`src/rtl/hazard_pkg.sv`:
```
// Shared encodings for the pipeline stall/flush controller.
//   state_e  : stall FSM state, doubles as the stall_cause encoding
//   ctrl_t   : per-cycle stage control bundle (MSB first: pc_stall .. ex_mem_flush)
//   ctrl_decode : prioritised request -> control mapping
package hazard_pkg;

  localparam int unsigned CAUSE_W = 2;
  localparam int unsigned CTRL_W  = 6;

  typedef enum logic [CAUSE_W-1:0] {
    ST_RUN = 2'd0,
    ST_HAZ = 2'd1,
    ST_MDU = 2'd2
  } state_e;

  typedef struct packed {
    logic pc_stall;
    logic if_id_stall;
    logic if_id_flush;
    logic id_ex_stall;
    logic id_ex_flush;
    logic ex_mem_flush;
  } ctrl_t;

  // Priority: rst > mdu_busy > any hazard block > branch_taken.
  // A hazard hides branch_taken because the branch operands are not valid yet.
  function automatic ctrl_t ctrl_decode(input logic rst, input logic mdu,
                                        input logic hdu1, input logic hdu2,
                                        input logic br);
    ctrl_t c;
    c = '0;
    if (rst) begin
      c.if_id_flush  = 1'b1;
      c.id_ex_flush  = 1'b1;
      c.ex_mem_flush = 1'b1;
    end else if (mdu) begin
      c.pc_stall     = 1'b1;
      c.if_id_stall  = 1'b1;
      c.id_ex_stall  = 1'b1;
      c.ex_mem_flush = 1'b1;
    end else if (hdu1 || hdu2) begin
      c.pc_stall     = 1'b1;
      c.if_id_stall  = 1'b1;
      c.id_ex_flush  = 1'b1;
    end else if (br) begin
      c.if_id_flush  = 1'b1;
    end
    return c;
  endfunction

endpackage

```
`src/rtl/hazard_ctrl_if.sv`:
```
// Request/control bus between the hazard sources and the stall controller.
//   master : drives requests (hdu1/hdu2/mdu/branch), observes controls and status
//   slave  : the controller; consumes requests, drives controls and status
interface hazard_ctrl_if #(
  parameter int unsigned CNT_W = 32
);
  logic             hdu1_block;
  logic             hdu2_block;
  logic             mdu_busy;
  logic             branch_taken;
  logic             pc_stall;
  logic             if_id_stall;
  logic             if_id_flush;
  logic             id_ex_stall;
  logic             id_ex_flush;
  logic             ex_mem_flush;
  logic [1:0]       stall_cause;
  logic [CNT_W-1:0] stall_cycles;
  logic [CNT_W-1:0] bubble_count;
  logic             stall_timeout;
  logic             proto_err;

  modport master (
    output hdu1_block, hdu2_block, mdu_busy, branch_taken,
    input  pc_stall, if_id_stall, if_id_flush, id_ex_stall, id_ex_flush,
           ex_mem_flush, stall_cause, stall_cycles, bubble_count,
           stall_timeout, proto_err
  );

  modport slave (
    input  hdu1_block, hdu2_block, mdu_busy, branch_taken,
    output pc_stall, if_id_stall, if_id_flush, id_ex_stall, id_ex_flush,
           ex_mem_flush, stall_cause, stall_cycles, bubble_count,
           stall_timeout, proto_err
  );
endinterface

```
`src/rtl/stall_watchdog.sv`:
```
// Consecutive-stall watchdog.
//   clk, rst      : clock, synchronous active-high reset
//   stall         : PC is held this cycle
//   stall_timeout : sticky, set once MAX_STALL consecutive stall cycles are seen
module stall_watchdog #(
  parameter int unsigned MAX_STALL = 64
) (
  input  logic clk,
  input  logic rst,
  input  logic stall,
  output logic stall_timeout
);

  localparam int unsigned RUN_W = $clog2(MAX_STALL) + 1;
  localparam logic [RUN_W-1:0] RUN_MAX = RUN_W'(MAX_STALL);

  logic [RUN_W-1:0] run_cnt_q, run_cnt_d;
  logic             timeout_q, timeout_d;

  // Run length clears on any non-stall cycle and saturates at the limit.
  always_comb begin
    run_cnt_d = run_cnt_q;
    timeout_d = timeout_q;
    if (!stall) begin
      run_cnt_d = '0;
    end else if (run_cnt_q != RUN_MAX) begin
      run_cnt_d = run_cnt_q + RUN_W'(1);
    end
    if (run_cnt_d == RUN_MAX) begin
      timeout_d = 1'b1;
    end
  end

  always_ff @(posedge clk) begin
    if (rst) begin
      run_cnt_q <= '0;
      timeout_q <= 1'b0;
    end else begin
      run_cnt_q <= run_cnt_d;
      timeout_q <= timeout_d;
    end
  end

  assign stall_timeout = timeout_q;

endmodule

```
`src/rtl/hazard_ctrl.sv`:
```
// Pipeline stall/flush controller.
//   clk, rst : clock, synchronous active-high reset
//   bus      : requests in (hdu1/hdu2/mdu/branch); stage controls out
//              (same-cycle), plus registered stall_cause, perf counters,
//              sticky stall_timeout and proto_err
module hazard_ctrl
  import hazard_pkg::*;
#(
  parameter int unsigned MAX_STALL = 64,
  parameter int unsigned CNT_W     = 32
) (
  input  logic         clk,
  input  logic         rst,
  hazard_ctrl_if.slave bus
);

  state_e           state_q, state_d;
  ctrl_t            ctrl_c;
  logic [CNT_W-1:0] stall_cycles_q, stall_cycles_d;
  logic [CNT_W-1:0] bubble_count_q, bubble_count_d;
  logic             hdu2_hist_q, hdu2_hist_d;
  logic             proto_err_q, proto_err_d;
  logic             stall_timeout;

  // State register
  always_ff @(posedge clk) begin
    if (rst) state_q <= ST_RUN;
    else     state_q <= state_d;
  end

  // Next state: the stall source seen this cycle
  always_comb begin
    state_d = ST_RUN;
    if (bus.mdu_busy)                          state_d = ST_MDU;
    else if (bus.hdu1_block || bus.hdu2_block) state_d = ST_HAZ;
  end

  // Outputs: controls are combinational from requests, cause is the state
  always_comb begin
    ctrl_c = ctrl_decode(rst, bus.mdu_busy, bus.hdu1_block, bus.hdu2_block,
                         bus.branch_taken);
  end

  assign bus.pc_stall     = ctrl_c.pc_stall;
  assign bus.if_id_stall  = ctrl_c.if_id_stall;
  assign bus.if_id_flush  = ctrl_c.if_id_flush;
  assign bus.id_ex_stall  = ctrl_c.id_ex_stall;
  assign bus.id_ex_flush  = ctrl_c.id_ex_flush;
  assign bus.ex_mem_flush = ctrl_c.ex_mem_flush;
  assign bus.stall_cause  = 2'(state_q);

  // Perf counters and load-use protocol checker
  always_comb begin
    stall_cycles_d = stall_cycles_q;
    bubble_count_d = bubble_count_q;
    proto_err_d    = proto_err_q;
    hdu2_hist_d    = bus.hdu2_block;
    if (ctrl_c.pc_stall) begin
      stall_cycles_d = stall_cycles_q + CNT_W'(1);
    end
    // Reset-time flushes are not bubbles
    if ((ctrl_c.id_ex_flush || ctrl_c.ex_mem_flush) && !rst) begin
      bubble_count_d = bubble_count_q + CNT_W'(1);
    end
    // A load-use stall must resolve in one cycle unless the MDU is holding EX
    if (hdu2_hist_q && bus.hdu2_block && !bus.mdu_busy) begin
      proto_err_d = 1'b1;
    end
  end

  always_ff @(posedge clk) begin
    if (rst) begin
      stall_cycles_q <= '0;
      bubble_count_q <= '0;
      hdu2_hist_q    <= 1'b0;
      proto_err_q    <= 1'b0;
    end else begin
      stall_cycles_q <= stall_cycles_d;
      bubble_count_q <= bubble_count_d;
      hdu2_hist_q    <= hdu2_hist_d;
      proto_err_q    <= proto_err_d;
    end
  end

  stall_watchdog #(
    .MAX_STALL (MAX_STALL)
  ) u_watchdog (
    .clk           (clk),
    .rst           (rst),
    .stall         (ctrl_c.pc_stall),
    .stall_timeout (stall_timeout)
  );

  assign bus.stall_cycles  = stall_cycles_q;
  assign bus.bubble_count  = bubble_count_q;
  assign bus.stall_timeout = stall_timeout;
  assign bus.proto_err     = proto_err_q;

endmodule
```
`src/flat_wrapper.sv`:
```
// flat-port wrapper written by rule: the top's interface ports become plain ports
module hazard_ctrl_flat import hazard_pkg::*;
#(
  parameter int unsigned MAX_STALL = 64,
  parameter int unsigned CNT_W     = 32
)
  (clk, rst, bus_hdu1_block, bus_hdu2_block, bus_mdu_busy, bus_branch_taken, bus_pc_stall, bus_if_id_stall, bus_if_id_flush, bus_id_ex_stall, bus_id_ex_flush, bus_ex_mem_flush, bus_stall_cause, bus_stall_cycles, bus_bubble_count, bus_stall_timeout, bus_proto_err);
  hazard_ctrl_if #(.CNT_W(CNT_W)) bus_i ();
  input  logic clk;
  input  logic rst;
  input wire logic [$bits(bus_i.hdu1_block)-1:0] bus_hdu1_block;
  input wire logic [$bits(bus_i.hdu2_block)-1:0] bus_hdu2_block;
  input wire logic [$bits(bus_i.mdu_busy)-1:0] bus_mdu_busy;
  input wire logic [$bits(bus_i.branch_taken)-1:0] bus_branch_taken;
  output wire logic [$bits(bus_i.pc_stall)-1:0] bus_pc_stall;
  output wire logic [$bits(bus_i.if_id_stall)-1:0] bus_if_id_stall;
  output wire logic [$bits(bus_i.if_id_flush)-1:0] bus_if_id_flush;
  output wire logic [$bits(bus_i.id_ex_stall)-1:0] bus_id_ex_stall;
  output wire logic [$bits(bus_i.id_ex_flush)-1:0] bus_id_ex_flush;
  output wire logic [$bits(bus_i.ex_mem_flush)-1:0] bus_ex_mem_flush;
  output wire logic [$bits(bus_i.stall_cause)-1:0] bus_stall_cause;
  output wire logic [$bits(bus_i.stall_cycles)-1:0] bus_stall_cycles;
  output wire logic [$bits(bus_i.bubble_count)-1:0] bus_bubble_count;
  output wire logic [$bits(bus_i.stall_timeout)-1:0] bus_stall_timeout;
  output wire logic [$bits(bus_i.proto_err)-1:0] bus_proto_err;
  assign bus_i.hdu1_block = bus_hdu1_block;
  assign bus_i.hdu2_block = bus_hdu2_block;
  assign bus_i.mdu_busy = bus_mdu_busy;
  assign bus_i.branch_taken = bus_branch_taken;
  assign bus_pc_stall = bus_i.pc_stall;
  assign bus_if_id_stall = bus_i.if_id_stall;
  assign bus_if_id_flush = bus_i.if_id_flush;
  assign bus_id_ex_stall = bus_i.id_ex_stall;
  assign bus_id_ex_flush = bus_i.id_ex_flush;
  assign bus_ex_mem_flush = bus_i.ex_mem_flush;
  assign bus_stall_cause = bus_i.stall_cause;
  assign bus_stall_cycles = bus_i.stall_cycles;
  assign bus_bubble_count = bus_i.bubble_count;
  assign bus_stall_timeout = bus_i.stall_timeout;
  assign bus_proto_err = bus_i.proto_err;
  hazard_ctrl #(.MAX_STALL(MAX_STALL), .CNT_W(CNT_W)) u_core (.clk(clk), .rst(rst), .bus(bus_i));
endmodule
```
`config.mk`:
```
export PLATFORM = sky130hd
export DESIGN_NAME = hazard_ctrl_flat
export DESIGN_NICKNAME = d
export VERILOG_FILES = /design/src/rtl/hazard_pkg.sv /design/src/rtl/hazard_ctrl_if.sv /design/src/rtl/stall_watchdog.sv /design/src/rtl/hazard_ctrl.sv /design/src/flat_wrapper.sv
export SDC_FILE = /design/constraint.sdc
export NUM_CORES = 1
export LEC_CHECK = 0
export ABC_AREA = 1
export BUFFER_PORTS_ARGS = -buffer_cell sky130_fd_sc_hd__buf_2
export CELL_PAD_IN_SITES_DETAIL_PLACEMENT = 0
export CELL_PAD_IN_SITES_GLOBAL_PLACEMENT = 2
export CORE_MARGIN = 2
export CORE_UTILIZATION = 32
export DETAILED_ROUTE_END_ITERATION = 10
export PLACE_DENSITY_LB_ADDON = 0.1
export SYNTH_ARGS = -nofsm -noshare
export SYNTH_HDL_FRONTEND = slang
export SYNTH_HIERARCHICAL = 1
export SYNTH_SLANG_ARGS = --single-unit
export TNS_END_PERCENT = 50
```
`constraint.sdc`:
```
create_clock -name clk -period 4.4 [get_ports clk]
set_clock_uncertainty 0.15 [all_clocks]
set_input_delay 0.22 -clock clk [delete_from_list [all_inputs] [get_ports clk]]
set_output_delay 0.22 -clock clk [all_outputs]
set_load 0.02 [all_outputs]
```
# Word level (Yosys, flattened, before mapping)
# Cells that the tools add are included.
# word_totals
elab_cells	37
in_bits	6
regBits	76
# op_classes
reduce_logical	8
n_mux	16
n_eq_ne	2
n_addsub	3
# op_table
op	count
$add A32 B1 Y32 const B	2
$mux W7	2
$mux W2	5
$mux W1	9
$add A7 B1 Y7 const B	1
$eq A7 B7 Y1 const B	1
$ne A7 B7 Y1 const B	1
$logic_and A1 B1 Y1	3
$logic_not A1 Y1	2
$logic_or A1 B1 Y1	2
$reduce_or A2 Y1	1

# Longest topological paths before layout
# depth
word_depth	6
ltp_mapped	11
depth_no_buf	11

# By module
# The synthesis kept the hierarchy.
# modules_own_cells
module	cells_each	area_each_um2	n_inst	seq_area_each_um2
hazard_ctrl	582	3714.8	1	1361.3
stall_watchdog	68	449.2	1	160.2

# Worst setup path before layout
# OpenSTA, ideal clock, no wires.
# synth_path
kind	register to register
start	register u_core.stall_cycles_q[0], in the netlist u_core/bus.stall_cycles[0]
end	register u_core.stall_cycles_q[14], in the netlist u_core/bus.stall_cycles[14]
path_slack_ps	2668
path_stages_with_launch	11
arrival_ps	1472
n_path_buf	0
period_less_slack_ps	1732
path_cell_list	dfxtp_1 > ha_1 > inv_1 > nor2_2 > nand2_1 > nor2_8 > nand2_2 > nor2_2 > nand2_1 > nand2_1 > nor2_1
# synth_between
elab_chain_cells	1
# synth_lines
item	line_no	source
start: declaration	hazard_ctrl.sv:19	logic [CNT_W-1:0] stall_cycles_q, stall_cycles_d;
start signal: assignment	hazard_ctrl.sv:78	stall_cycles_q <= stall_cycles_d;
$add A32 B1 Y32	hazard_ctrl.sv:59	stall_cycles_d = stall_cycles_q + CNT_W'(1);
# Every way passes these cells.
# A chain may end at the register's enable or synchronous reset.

# Worst setup path in the final report
# layout_path
start	input port bus_hdu2_block
end	register u_core.bubble_count_q[17], in the netlist u_core/bus.bubble_count[17]
# layout_between
elab_chain_cells	6
# layout_lines
item	line_no	source
start: declaration	flat_wrapper.sv:12	input wire logic [$bits(bus_i.hdu2_block)-1:0] bus_hdu2_block;
$logic_or A1 B1 Y1	hazard_pkg.sv:41	end else if (hdu1 || hdu2) begin
$mux W1	hazard_pkg.sv:41	
$mux W1	hazard_pkg.sv:36	end else if (mdu) begin
$mux W2	hazard_pkg.sv:32	if (rst) begin
$logic_or A1 B1 Y1	hazard_ctrl.sv:62	if ((ctrl_c.id_ex_flush || ctrl_c.ex_mem_flush) && !rst) begin
$logic_and A1 B1 Y1	hazard_ctrl.sv:62	
end signal: assignment	hazard_ctrl.sv:79	bubble_count_q <= bubble_count_d;
end: declaration	hazard_ctrl.sv:20	logic [CNT_W-1:0] bubble_count_q, bubble_count_d;
# Every way passes these cells.

==> results.cfg <==
[run_status]
outcome = finished, final reports clean

[grt]
grt_pass1_vias = 3819
grt_pass1_wl_um = 19800
antenna_found_initial = 0
grt_max_degree = 43
grtUsageTotal = 0.177
grt-ovfl-total = 0

[min_path]
hold_depth = 3
min_from = bus_mdu_busy
holdCritPathClass = in -> reg
min_to = u_core/bus.stall_cause[1]$_SDFF_PP0_

[cts]
clkSinkCount = 76
clock_latency_ns = 0.34
cts_buffers = 9
ctsResizeCount = 0
path_clk_slew_ns = 0.06
cts_tree = built
clockBufferDepth = 2
htree_levels = 3
cts_root_buffer = clkbuf_16

[detailed_routing]
drtIter0Drc = 243
vias = 4206
routed_wl_um = 12200
drt-pass1-iter-count = 4
ant_nets = 0
drc = 0
wl_per_cell_um = 13.4
viasPerCell = 4.64

[placement]
postPlaceCellArea_sq_um = 4720
place.gp.congestion = 0.792
numPortBuffers = 79
placed_cells = 889
hpwlAfterDp_um = 8910

[worst_setup_path]
critical_path.cell_chain = dlygate4sd3_1 -> buf_2 -> nor2_4 -> a21oi_2 -> nand2_1 -> nor2_4 -> nand2_1 -> o21bai_1 -> nor2_1
crit-reg2reg-capture = u_core/bus.stall_cycles[28]$_SDFFE_PP0P_
worstSetupEndpointType = register
regToRegSetupSlack_ns = 2.49
crit_required_ns = 4.48
slowest_delay_ns = 0.86
reg2reg_from = u_core/bus.stall_cycles[0]$_SDFFE_PP0P_
path_max_fanout = 19
critPathLaunchType = input pin
critPathArrivalTime_ns = 2.62
rr_worst_depth = 8
worstSetupPathType = in -> reg
cpMaxStageDelayCell = a21oi_2

[power_and_ir_drop]
ir_worst_vdd_mv = 0.134
pwr-share-seq = 0.481
p_sw_w = 0.000349
p_leak_nw = 2.33
pwr-share-comb = 0.054
p_per_area_nw_per_um2 = 293
netSwitchingFraction = 0.238
intPower_w = 0.00112
pwr-share-clk = 0.465

[yosys]
netlist.area_leader.share = 0.365
postSynth.asyncResetShare = 0
synth_area_sq_um = 4160
synth_edf_count = 0
ys_seq_elements = 76
ys_seq_area_frac = 0.365
ys_types = 35
synthFlopType = dfxtp_1
synth_compound_area_frac = 0.0787
avgSynthCellArea_sq_um = 6.41
synth_top_area_cell = dfxtp_1
synthAdderAreaFrac = 0.0120
synth_xor_xnor_area_share = 0.00631
muxShareOfSynthArea = 0
synth_top_family_by_area = simple AND/OR/NAND/NOR gates
yosysMostFrequentCell = nand2_1
synth_fp_nets = 660
synth-simple-area-share = 0.439
yosysWarnings = 6
syn_inst = 650
synth_top_cells_by_count = nand2_1, nor2_1, inv_1, dfxtp_1, nand3_1
synthTopCellsByArea = dfxtp_1, nand2_1, nor2_1, inv_1, nand3_1

[finish]
nNetsFinal = 740
fill_cells = 1401
regArea_sq_um = 1520
layout-drive-gt1-share = 0.180
utilization = 0.395
fin_area_sq_um = 5000
num_antenna_cells = 0
multiInputGateArea_sq_um = 2230
area_growth_pct = 20.1
fin_cells = 907

[floorplan]
num_rows = 41
dieArea_sq_um = 13900
die_h_um = 118
die_w_um = 118
core_sq_um = 12700
initial_utilization = 0.329
io_pins = 80

[sta]
setup_viol = 0
min_period_over_period = 0.576
tightest_slew_ns = 1.11
rsz0062_at_grt = no
relSlewSlack = 0.261
fin_crit_ns = 2.53
final_max_slew_viol_count = 0
fmax_mhz = 395
hold_ws_ns = 0.0940
setup_tns_ns = 0
hold_viol_final = 0

[job]
drv_cap = 0
## sequential cells by signal, summed over array words and instances, names as in the netlist
signal and flops:
u_core/bus.bubble_count 32, u_core/bus.proto_err 1, u_core/bus.stall_cause 2, u_core/bus.stall_cycles 32, u_core/hdu2_hist_q 1, u_core/u_watchdog/run_cnt_q 7
u_core/u_watchdog/stall_timeout 1
## worst max path at each step
| stage | endpoint | slack [ns] | start | cells past startpoint |
|---|---|---|---|---|
| floorplan | u_core/bus.stall_cycles[14]$_SDFFE_PP0P_ | 2.67 | u_core/bus.stall_cycles[0]$_SDFFE_PP0P_ | 10 |
| global placement | u_core/bus.bubble_count[17]$_SDFFE_PP0P_ | 1.84 | rst | 8 |
| detailed placement | u_core/bus.bubble_count[17]$_SDFFE_PP0P_ | 1.69 | rst | 8 |
| CTS | u_core/bus.bubble_count[17]$_SDFFE_PP0P_ | 1.75 | bus_hdu2_block | 9 |
| global route | u_core/bus.bubble_count[29]$_SDFFE_PP0P_ | 1.51 | bus_hdu2_block | 10 |
| finish | u_core/bus.bubble_count[17]$_SDFFE_PP0P_ | 1.87 | bus_hdu2_block | 9 |
## kinds of logic (layout without fill, tap and decap cells)
family                     count (synthesis)  in the layout
xor gates and xnor gates                   3              3
and+or+nand+nor                          407            407
AOI/OAI and AO/OA                         55             55
adders and majority gates                  4              4
buffers and inverters                    105            190
DFF                                       76             76
## metrics by stage
step / setup slack (ns) / total power (W)
after floorplan: 2.67 / 0.000775
after global placement: 1.84 / 0.000799
after detailed placement: 1.69 / 0.000800
after CTS: 1.75 / 0.00149
after global routing: 1.51 / 0.00153
final: 1.87 / 0.00146
## power groups by stage
| stage | registers, W | logic (W) | clock network [W] |
|---|---|---|---|
| after floorplan | 0.000726 | 0.0000486 | 0 |
| after global placement | 0.000719 | 0.0000798 | 0 |
| after detailed placement | 0.000719 | 0.0000804 | 0 |
| after CTS | 0.000704 | 0.0000819 | 0.000706 |
| after global routing | 0.000705 | 0.0000888 | 0.000733 |
| final | 0.000704 | 0.0000794 | 0.000681 |
## layout by cell type (no fill, tap or decap), types with 3 or more instances in the layout
cell       count
nor2_4         5
inv_1         89
nor3_1        13
nand2_1      155
clkbuf_1       4
nor2_2        14
o21a_1         3
dfxtp_1       76
nand4_1       17
clkbuf_16      9
o21ai_0       17
nand2_4        3
buf_2         79
ha_1           4
o21bai_1       5
a21oi_1       22
inv_2          3
nand3_1       64
o21bai_2       3
nand2_2        6
nor2_1       123
## metal layers
metal	routed length (um)	up-vias	track usage
li1	-	2220	-
met1	6470	1883	0.257
met2	5010	91	0.264
met3	499	12	0.0300
met4	174	0	0.0602
met5	0	-	0
## final cells by class
type | count | area share
flip-flops and latches | 76 | 0.304
well taps | 172 | 0.0430
clock buffers | 14 | 0.0508
inverters | 92 | 0.0691
repair buffers | 82 | 0.0846
clock inverters | 2 | 0.00200
multi-input cells | 469 | 0.446
## repair_timing
| item | CTS | global route |
|---|---|---|
| hold buffers | 2 | 0 |
| hold endpoints to repair | 2 | 0 |
| buffers inserted | 0 | 0 |
## critical path: cells and delay by family
family,cells,cell delay (ns)
compound gates,2,0.99
simple gates,5,0.73
buf+inv,2,0.67
(Power assumes the default switching activity.)
